===== config.mk =====
export PLATFORM = sky130hd
export DESIGN_NAME = first1_scan
export DESIGN_NICKNAME = d
export VERILOG_FILES = /design/src/rtl/first1_scan.sv
export SDC_FILE = /design/constraint.sdc
export NUM_CORES = 1
export LEC_CHECK = 0
export CORE_MARGIN = 5
export CORE_UTILIZATION = 58
export DETAILED_ROUTE_END_ITERATION = 10
export PLACE_DENSITY = 0.93
export REMOVE_ABC_BUFFERS = 1
export SYNTH_ARGS = -nofsm -noshare
export SYNTH_HDL_FRONTEND = slang
export SYNTH_SLANG_ARGS = --single-unit

===== constraint.sdc =====
create_clock -name clk -period 6.45 [get_ports clk]
set_clock_uncertainty 0.1 [all_clocks]
set_input_delay 0.9675 -clock clk [delete_from_list [all_inputs] [get_ports clk]]
set_output_delay 0.9675 -clock clk [all_outputs]
set_load 0.005 [all_outputs]

===== src/rtl/first1_scan.sv =====
// Streaming set-bit iterator: accepts an occupancy bitmap and emits the index of every
// set bit, one per beat, LSB-first or MSB-first, with ordinal, last and empty flags.
module first1_scan #(
    parameter int unsigned LEN        = 32,
    parameter int unsigned ADDR_WIDTH = $clog2(LEN),
    parameter int unsigned CNT_WIDTH  = $clog2(LEN + 1),
    parameter bit          MSB_FIRST  = 1'b0
) (
    input  logic                  clk,
    input  logic                  rst,
    input  logic                  clear,
    input  logic                  in_vld,
    output logic                  in_rdy,
    input  logic [LEN-1:0]        in_array,
    output logic                  out_vld,
    input  logic                  out_rdy,
    output logic [ADDR_WIDTH-1:0] out_addr,
    output logic [CNT_WIDTH-1:0]  out_cnt,
    output logic                  out_last,
    output logic                  out_empty,
    output logic                  busy
);

    typedef enum logic [0:0] {StIdle, StScan} state_e;

    state_e                state_q;
    logic [LEN-1:0]        mask_q;
    logic                  empty_q;
    logic [CNT_WIDTH-1:0]  cnt_q;

    logic [ADDR_WIDTH-1:0] enc;
    logic                  single;
    logic                  scan;
    logic                  accept;
    logic                  beat;

    // Priority encoder; the loop direction makes the preferred end win.
    always_comb begin
        enc = '0;
        if (MSB_FIRST) begin
            for (int i = 0; i < int'(LEN); i++) begin
                if (mask_q[i]) enc = ADDR_WIDTH'(i);
            end
        end else begin
            for (int i = int'(LEN) - 1; i >= 0; i--) begin
                if (mask_q[i]) enc = ADDR_WIDTH'(i);
            end
        end
    end

    assign single    = (mask_q != '0) && ((mask_q & (mask_q - LEN'(1))) == '0);
    assign scan      = (state_q == StScan);

    // Outputs are forced to zero outside SCAN so stale mask/cnt never leak out.
    assign out_vld   = scan;
    assign busy      = scan;
    assign out_addr  = scan ? enc : '0;
    assign out_cnt   = scan ? cnt_q : '0;
    assign out_empty = scan & empty_q;
    assign out_last  = scan & (empty_q | single);

    assign in_rdy    = !rst && !clear && (!scan || (out_last && out_rdy));
    assign accept    = in_vld & in_rdy;
    assign beat      = out_vld & out_rdy;

    always_ff @(posedge clk or posedge rst) begin
        if (rst) begin
            state_q <= StIdle;
            mask_q  <= '0;
            empty_q <= 1'b0;
            cnt_q   <= '0;
        end else if (clear) begin
            state_q <= StIdle;
            mask_q  <= '0;
            empty_q <= 1'b0;
            cnt_q   <= '0;
        end else if (accept) begin
            // Also covers the reload in the last-beat cycle of the previous array.
            state_q <= StScan;
            mask_q  <= in_array;
            empty_q <= (in_array == '0);
            cnt_q   <= '0;
        end else if (beat) begin
            if (out_last) begin
                state_q <= StIdle;
            end else begin
                mask_q <= mask_q & ~(LEN'(1) << enc);
                cnt_q  <= cnt_q + CNT_WIDTH'(1);
            end
        end
    end

endmodule


==> impl_metrics.env <==
export IMPL_status="finished clean"
export IMPL_htreeDepth=2
export IMPL_setup_viol=0
export IMPL_post_cts_setup_buffer_count=0
export IMPL_ios=53
export IMPL_r2r_slack_ps=1860
export IMPL_max_slew_margin_rel=0.207
export IMPL_antenna_found_initial=0
export IMPL_die_h_um=83.9
export IMPL_drc=0
export IMPL_dieArea_um2=7050
export IMPL_insertion_delay_ps=290
export IMPL_drt_iter0_markers=374
export IMPL_gr_total_overflow=0
export IMPL_seqPwrFrac=0.400
export IMPL_antennaDiodeCount=0
export IMPL_cts_path_max_buffers=2
export IMPL_grt_setup_unrepaired="no"
export IMPL_worst_pin_slew_ps=1190
export IMPL_grt_max_degree=74
export IMPL_cts_hold_buffers_added=0
export IMPL_hold_class="flip-flop to flip-flop"
export IMPL_ys_ff_latch=40
export IMPL_path_buf_inv=1
export IMPL_crit_fanout=15
export IMPL_port_buffers=52
export IMPL_synth_edf_count=0
export IMPL_crit_slowest_cell="nor4_4"
export IMPL_firstDrtPassIters=5
export IMPL_viasPerCell=6.60
export IMPL_place_inst=491
export IMPL_ys_types=59
export IMPL_grt_usage=0.290
export IMPL_netlist_area_um2=3170
export IMPL_hold_depth=2
export IMPL_worstPathCellList="nor4_2 > nand4_2 > o31ai_1 > nand4_2 > nor4_4 > o21ai_0 > nand2_1 > and2_1 > clkdlybuf4s50_1"
export IMPL_worstSetupPathType="flip-flop to primary output"
export IMPL_grt_pass1_vias=3224
export IMPL_row_count=27
export IMPL_final_layout_size_suffix_gt1_frac=0.0820
export IMPL_cts_tree="done"
export IMPL_clock_sinks=40
export IMPL_finalWirelength_um=9970
export IMPL_pwr_share_comb=0.357
export IMPL_cts_resized=0
export IMPL_yosysTopAreaCellShare=0.316
export IMPL_fin_area_um2=3740
export IMPL_yosys_top_cells_area="dfrtp_1 32%, nand2_1 5.9%, o21ai_0 3.6%"
export IMPL_sw_frac_of_total=0.379
export IMPL_grt_pass1_wl_um=16500
export IMPL_wl_met3_um=829
export IMPL_cp_start_kind="flip-flop"
export IMPL_core_um2=5410
export IMPL_leakage_nw=1.47
export IMPL_crit_required_ps=5380
export IMPL_fin_crit_sh=0.781
export IMPL_nets=464
export IMPL_max_vdd_ir_drop_uv=110
export IMPL_cp_arrival_ps=3970
export IMPL_final_min_clock_period_ps=5030
export IMPL_yosysTopAreaCell="dfrtp_1"
export IMPL_dpl_worst_slack_ps=1820
export IMPL_internal_power_mw=0.455
export IMPL_synth_cells=390
export IMPL_crit_family="simple AND/OR/NAND/NOR gates"
export IMPL_slowest_delay_ps=780
export IMPL_place_area_um2=3650
export IMPL_gp_congestion=0.925
export IMPL_routed_top_layer="met4"
export IMPL_yosys_warnings=0
export IMPL_fin_ws_ps=1420
export IMPL_seqCellArea_um2=1000
export IMPL_hold_viol=0
export IMPL_synth_flop_cell="dfrtp_1"
export IMPL_detail_route_wl_per_cell_um=20.0
export IMPL_stdcell_count=499
export IMPL_cap_violations=0
export IMPL_pwr_share_clk=0.243
export IMPL_slew_viol_final=0
export IMPL_multi_input_area_um2=1940
export IMPL_area_growth_pct=18.1
export IMPL_route_met2_wl_um=4650
export IMPL_async_flop_share=1.00
export IMPL_drtAntennaViolNets=0
export IMPL_crit_top_cell="nand4_2"
export IMPL_clk_pin_slew_ps=80
export IMPL_rr_worst_depth=8
export IMPL_numCtsBuffers=5
export IMPL_power_net_switching_mw=0.278
export IMPL_cp_depth=9
export IMPL_synth_most_common_cell="nand2_1"
export IMPL_start_util=0.587
export IMPL_end_kind="primary output"
export IMPL_ys_seq_area_frac=0.316
export IMPL_power_density_nw_per_um2=196
export IMPL_place_hpwl_um=7390
export IMPL_die_x_um=83.9
export IMPL_nFillCells=448
export IMPL_synth_area_per_cell_um2=8.13
export IMPL_wl_met1_um=4260
export IMPL_setup_tns_ps=0
export IMPL_cts_root_buffer="clkbuf_8"
export IMPL_synth_cells_most_frequent="50 x nand2_1, 40 x dfrtp_1, 29 x nor2_1"
export IMPL_max_freq_mhz=199
export IMPL_vias=3293
-- power by group through the flow --
stage                     Clock [mW]  Sequential [mW]  Combinational [mW]
final                          0.178            0.293               0.262
after global routing           0.188            0.296               0.283
after CTS                      0.178            0.292               0.256
after detailed placement           0            0.297               0.254
after global placement             0            0.296               0.254
after floorplan                    0            0.288               0.164
-- metal layers --
| layer | track usage | vias to the layer above |
|---|---|---|
| li1 | - | 1534 |
| met1 | 0.404 | 1563 |
| met2 | 0.453 | 175 |
| met3 | 0.0503 | 21 |
| met4 | 0.0980 | 0 |
| met5 | 0 | - |
-- kinds of logic after synthesis --
kind of cell | after synthesis | share of synthesized area
and+or+nand+nor | 189 | 0.346
AOI/OAI and AO/OA | 104 | 0.240
buffers and inverters | 49 | 0.0738
DFF | 40 | 0.316
xor gates and xnor gates | 5 | 0.0138
adders and majority gates | 2 | 0.00750
muxes | 1 | 0.00316
-- through the flow --
stage          power [mW]  utilization  hold WS (ps)
3_5_place_dp        0.550        0.676           507
6_report            0.732        0.693           515
4_1_cts             0.725        0.693           520
5_1_grt             0.767        0.693           561
3_3_place_gp        0.550        0.676           478
2_1_floorplan       0.452            -           447
-- layout by cell type (no fill, tap or decap), types with 6 or more instances in the layout --
cell | netlist | layout
clkdlybuf4s50_1 | 0 | 52
nand2_1 | 50 | 50
dfrtp_1 | 40 | 40
nor2_1 | 29 | 29
inv_1 | 24 | 24
o21ai_0 | 23 | 23
nor3_1 | 21 | 21
a21oi_1 | 17 | 17
nor4_1 | 16 | 16
and2_1 | 15 | 15
nand4_1 | 8 | 8
o41ai_1 | 8 | 8
o41ai_2 | 7 | 7
o211ai_1 | 7 | 7
o21ai_1 | 7 | 7
nand3_1 | 6 | 6
clkbuf_8 | 0 | 6
-- final timing paths --
kind | start | endpoint
max in group asynchronous | rst | mask_q[22]
max | mask_q[12] | in_rdy
min | cnt_q[5] | cnt_q[5]
min in group asynchronous | rst | cnt_q[1]
max reg2reg | mask_q[12] | mask_q[0]
min reg2reg | cnt_q[5] | cnt_q[5]
-- area by class of cell --
| cell class | count | share of cell area |
|---|---|---|
| Timing Repair Buffer | 54 | 0.143 |
| Clock buffer | 8 | 0.0241 |
| Sequential cell | 40 | 0.267 |
| Multi-Input combinational cell | 301 | 0.517 |
| Inverter | 24 | 0.0241 |
| Tap cell | 72 | 0.0241 |
-- state kept, by name, indices dropped and copies added (netlist names) --
signal,count
mask_q,32
busy,1
cnt_q,6
empty_q,1
-- worst register-to-register path, cell delays in order (launching register included) --
cell,delay (ps)
dfrtp_1,470
nor4_2,490
nand4_2,390
o31ai_1,440
nand4_2,190
nor4_4,780
a41o_2,1140
and4b_1,310
a21o_1,160
Note: power is estimated with default switching activity, not from simulation.
